<file path="src/rtl/seq_detect_param.sv">
// Parametrised serial bit-sequence detector with a runtime-loadable pattern,
// overlapping/non-overlapping modes, an input-valid qualifier and a saturating match counter.
module seq_detect_param #(
  parameter int               W       = 8,
  parameter int               LEN_W   = 4,
  parameter int               CNT_W   = 8,
  parameter logic [W-1:0]     DEF_PAT = 8'b0001_0100,
  parameter logic [LEN_W-1:0] DEF_LEN = LEN_W'(5),
  parameter logic             DEF_OVL = 1'b1
) (
  input  logic             clk,
  input  logic             rst,
  input  logic             en,
  input  logic             x,
  input  logic             load,
  input  logic [W-1:0]     pat_in,
  input  logic [LEN_W-1:0] len_in,
  input  logic             ovl_in,
  input  logic             cnt_clr,
  output logic             z,
  output logic [CNT_W-1:0] match_cnt
);

  localparam logic [LEN_W-1:0] LEN_MAX = LEN_W'(W);
  localparam logic [CNT_W-1:0] CNT_MAX = '1;

  logic [W-1:0]     hist, hist_nx, pat, mask;
  logic [LEN_W-1:0] fill, fill_nx, len, len_clamp;
  logic             ovl, hit;

  // NOTE: every always_comb output gets a value on every path, so no latches are inferred.
  always_comb begin
    hist_nx   = {hist[W-2:0], x};
    fill_nx   = (fill == LEN_MAX) ? LEN_MAX : fill + 1'b1;
    len_clamp = (len_in == '0 || len_in > LEN_MAX) ? LEN_MAX : len_in;
    mask      = '0;
    for (int i = 0; i < W; i++) begin
      mask[i] = (LEN_W'(i) < len);
    end
    // Only the low len bits of the history take part; the rest are don't-care.
    hit = en && !load && (fill_nx >= len) && (((hist_nx ^ pat) & mask) == '0);
  end

  // NOTE: sequential state uses non-blocking assignments so every register sees pre-edge values.
  always_ff @(posedge clk) begin
    if (rst) begin
      hist      <= '0;
      fill      <= '0;
      pat       <= DEF_PAT;
      len       <= DEF_LEN;
      ovl       <= DEF_OVL;
      z         <= 1'b0;
      match_cnt <= '0;
    end else begin
      if (load) begin
        pat  <= pat_in;
        len  <= len_clamp;
        ovl  <= ovl_in;
        hist <= '0;
        fill <= '0;
        z    <= 1'b0;
      end else if (en) begin
        hist <= hist_nx;
        // Non-overlapping mode restarts the fill so the next match needs len fresh bits.
        fill <= (hit && !ovl) ? '0 : fill_nx;
        z    <= hit;
      end else begin
        z <= 1'b0;
      end

      if (cnt_clr) begin
        match_cnt <= '0;
      end else if (hit && match_cnt != CNT_MAX) begin
        match_cnt <= match_cnt + 1'b1;
      end
    end
  end

endmodule

</file>
<file path="config.mk">
export PLATFORM = sky130hd
export DESIGN_NAME = seq_detect_param
export DESIGN_NICKNAME = d
export VERILOG_FILES = /design/src/rtl/seq_detect_param.sv
export SDC_FILE = /design/constraint.sdc
export NUM_CORES = 1
export LEC_CHECK = 0
export CORE_MARGIN = 1
export CORE_UTILIZATION = 33
export DETAILED_ROUTE_END_ITERATION = 7
export GPL_TIMING_DRIVEN = 1
export HOLD_SLACK_MARGIN = 0.03
export PLACE_DENSITY = 0.61
export SYNTH_ARGS = -nofsm -noshare
export SYNTH_HDL_FRONTEND = slang
export SYNTH_SLANG_ARGS = --single-unit
export TNS_END_PERCENT = 5
</file>
<file path="constraint.sdc">
create_clock -name clk -period 2.5 [get_ports clk]
set_clock_uncertainty 0.1 [all_clocks]
set_input_delay 0.5 -clock clk [delete_from_list [all_inputs] [get_ports clk]]
set_output_delay 0.5 -clock clk [all_outputs]
set_load 0.005 [all_outputs]
</file>
==> impl_metrics.tcl <==
set metrics [dict create \
    grt_pass1_vias 1341 \
    synth_top_family_by_area "simple AND/OR/NAND/NOR gates" \
    synth_nets 206 \
    area_growth_pct 40.0 \
    ioPinCount 28 \
    worst_pin_slew_ns 0.360 \
    status "completed" \
    holdPathStages 2 \
    end_kind "flop" \
    synth.avg_cell_area_um2 9.02 \
    finalInstanceArea_mm2 0.00227 \
    min_path_type "reg2reg" \
    cp_max_fo 3 \
    maxCapViolCount 0 \
    fin_crit_ns 2.46 \
    slew_headroom_pct 75.9 \
    viasPerCell 4.96 \
    busiest_layer "met2" \
    start_kind "flop" \
    synth_ff_type "dfxtp_1" \
    dr.pass1.iters 4 \
    cts_buffer_depth 2 \
    rsz0062_at_grt "true" \
    p_leak_uw 0.000861 \
    synth-compound-area-share_pct 16.5 \
    die_x_um 72.1 \
    grt_max_degree 20 \
    clock-sinks 33 \
    antenna_left 0 \
    vias 1434 \
    synthTopCellsByArea "dfxtp_1 (41%), mux2i_1 (8.6%), nor2_1 (5.6%), ha_1 (5.4%), xnor2_1 (4.3%)" \
    reg2reg_depth 12 \
    cts_tree "built" \
    critPathArrivalTime_ns 2.58 \
    syn-instance-count 180 \
    antenna_found_initial 0 \
    die_area_mm2 0.00520 \
    nFillCells 459 \
    cts.reportedPaths.clkPinSlew_ns 0.07 \
    drcViolationCount 0 \
    use_met2_pct 22.1 \
    start_util_pct 34.4 \
    gp_congestion 0.779 \
    setup_viol 0 \
    synth_fa_ha_area_share_pct 5.40 \
    synth_seq_cells 33 \
    async_flop_share_pct 0 \
    met1_usage_pct 20.6 \
    yosys.area_share.simple_pct 18.7 \
    timing.final.crit_share_pct 98.5 \
    timing.hold.ws_ns 0.416 \
    synth_edf_count 0 \
    crit_type "reg2reg" \
    nNetsFinal 248 \
    netlist_area_mm2 0.00162 \
    cts.htree.levels 2 \
    drive_gt1_share_pct 19.8 \
    synth_cell_types 44 \
    yosysTopAreaCell "dfxtp_1" \
    wl_per_cell_um 13.1 \
    coreArea_mm2 0.00472 \
    overflow 0 \
    ys_seq_area_share_pct 40.7 \
    yosysWarnings 0 \
    wirelength_um 3790 \
    die_h_um 72.1 \
    synthMuxAreaShare_pct 8.64 \
    synth_top_area_share_pct 40.7 \
    dp_hpwl_um 2620 \
    drtIter0Drc 57 \
    grt_pass1_wl_um 6050 \
    io_buffers 27 \
    rows 25 \
    synthXorXnorAreaFrac_pct 5.40 \
    hold_buffers 0 \
    placed_cell_area_mm2 0.00204 \
    grt.met3_usage_pct 5.42 \
    clock_latency_ns 0.29 \
    grt_use_total_pct 15.3 \
    ir_worst_vdd_mv 0.242 \
    cp.required_ns 2.62 \
    power_density_mw_per_mm2 487 \
    root_buffer "clkbuf_8" \
    drv_slew 0 \
    diodes 0 \
    cts_buffers 5 \
    hold_violations 0 \
    max_freq_ghz 0.406 \
]
-- cell families after synthesis --
group | count (synthesis)
xor gates and xnor gates | 10
DFF | 33
adders and majority gates | 7
buffers and inverters | 18
and+or+nand+nor | 61
muxes | 14
AOI/OAI and AO/OA | 37
-- placed cells by master (no fill, tap or decap), drive strengths merged, types with 2 or more instances in the layout --
master          n
or2             2
buf            18
a211o           3
clkdlybuf4s50  27
dfxtp          33
a211oi          3
inv             8
nand3b          2
nor2b           3
o31ai           2
nand3           9
xnor2           8
a21oi           9
o21ai           8
xor2            2
or3             4
mux2i          14
o32ai           3
ha              7
nor2           24
nor3            3
clkbuf          7
nand4           3
nand2           6
-- power breakdown --
group          internal, uW  switching, uW  total (uW)
Combinational          82.1           65.8         148
Clock                   218            185         403
Sequential              541           13.6         555
Total                   841            264        1110
-- metal layers --
metal / routed length, um / up-vias
li1: - / 724
met1: 1860 / 664
met2: 1680 / 39
met3: 193 / 7
met4: 61 / 0
met5: 0 / -
-- layout make-up --
type	instances	area (um2)	area share, %
Inverter	8	32.5	1.43
Sequential cell	33	666	29.3
Tap cell	67	83.8	3.69
Clock buffer	7	86.3	3.80
Multi-Input combinational cell	129	991	43.6
Timing Repair Buffer	45	413	18.2
-- worst paths after layout --
path	slack [ns]	end	startpoint
max	0.04	match_cnt[5]$_SDFFE_PP0P_	fill[0]$_SDFFE_PP0P_
min	0.42	len[3]$_SDFFE_PP0P_	len[3]$_SDFFE_PP0P_
min reg2reg	0.42	len[3]$_SDFFE_PP0P_	len[3]$_SDFFE_PP0P_
max reg2reg	0.04	match_cnt[5]$_SDFFE_PP0P_	fill[0]$_SDFFE_PP0P_
-- Yosys cell counts, types with 4 or more instances --
| master | number |
|---|---|
| or3_1 | 4 |
| o21ai_1 | 5 |
| mux2i_1 | 14 |
| clkbuf_1 | 7 |
| nor2_1 | 24 |
| xnor2_1 | 8 |
| nand2_1 | 6 |
| a21oi_1 | 9 |
| dfxtp_1 | 33 |
| nand3_1 | 9 |
| ha_1 | 7 |
| inv_1 | 8 |
-- registers in the layout, summed over array words and instances, names as in the netlist --
register   flops
ovl            1
len            4
match_cnt      8
fill           4
z              1
pat            8
hist           7
-- per-stage QoR --
step | TNS, ns | utilization (%) | total power, uW | worst slack (ns) | instances
finish | 0 | 48.1 | 1110 | 0.0387 | 289
global route | -0.314 | 48.1 | 1160 | -0.0858 | 289
detailed placement | -0.476 | 43.1 | 699 | -0.109 | 278
global placement | -0.245 | 43.1 | 699 | -0.0739 | 278
floorplan | 0 | - | 642 | 0.0920 | 180
CTS | -0.0925 | 45.0 | 1100 | -0.0317 | 285
-- worst max-delay path, stage by stage, from the launching register on --
cell,delay (ns)
dfxtp_4,0.36
inv_4,0.06
ha_4,0.12
nand2_4,0.06
nand3_4,0.09
o21ai_4,0.07
ha_4,0.26
o21a_1,0.13
o22ai_2,0.07
a211oi_2,0.20
nand4_1,0.20
or4_1,0.54
a21oi_1,0.13
-- timing repair --
action                     CTS  global route
setup endpoints to repair    9            13
gates cloned                 0             1
pin swaps                    0            11
hold endpoints to repair     0             0
setup buffers                0             3
resized for setup            3            26
(Power assumes the default switching activity.)
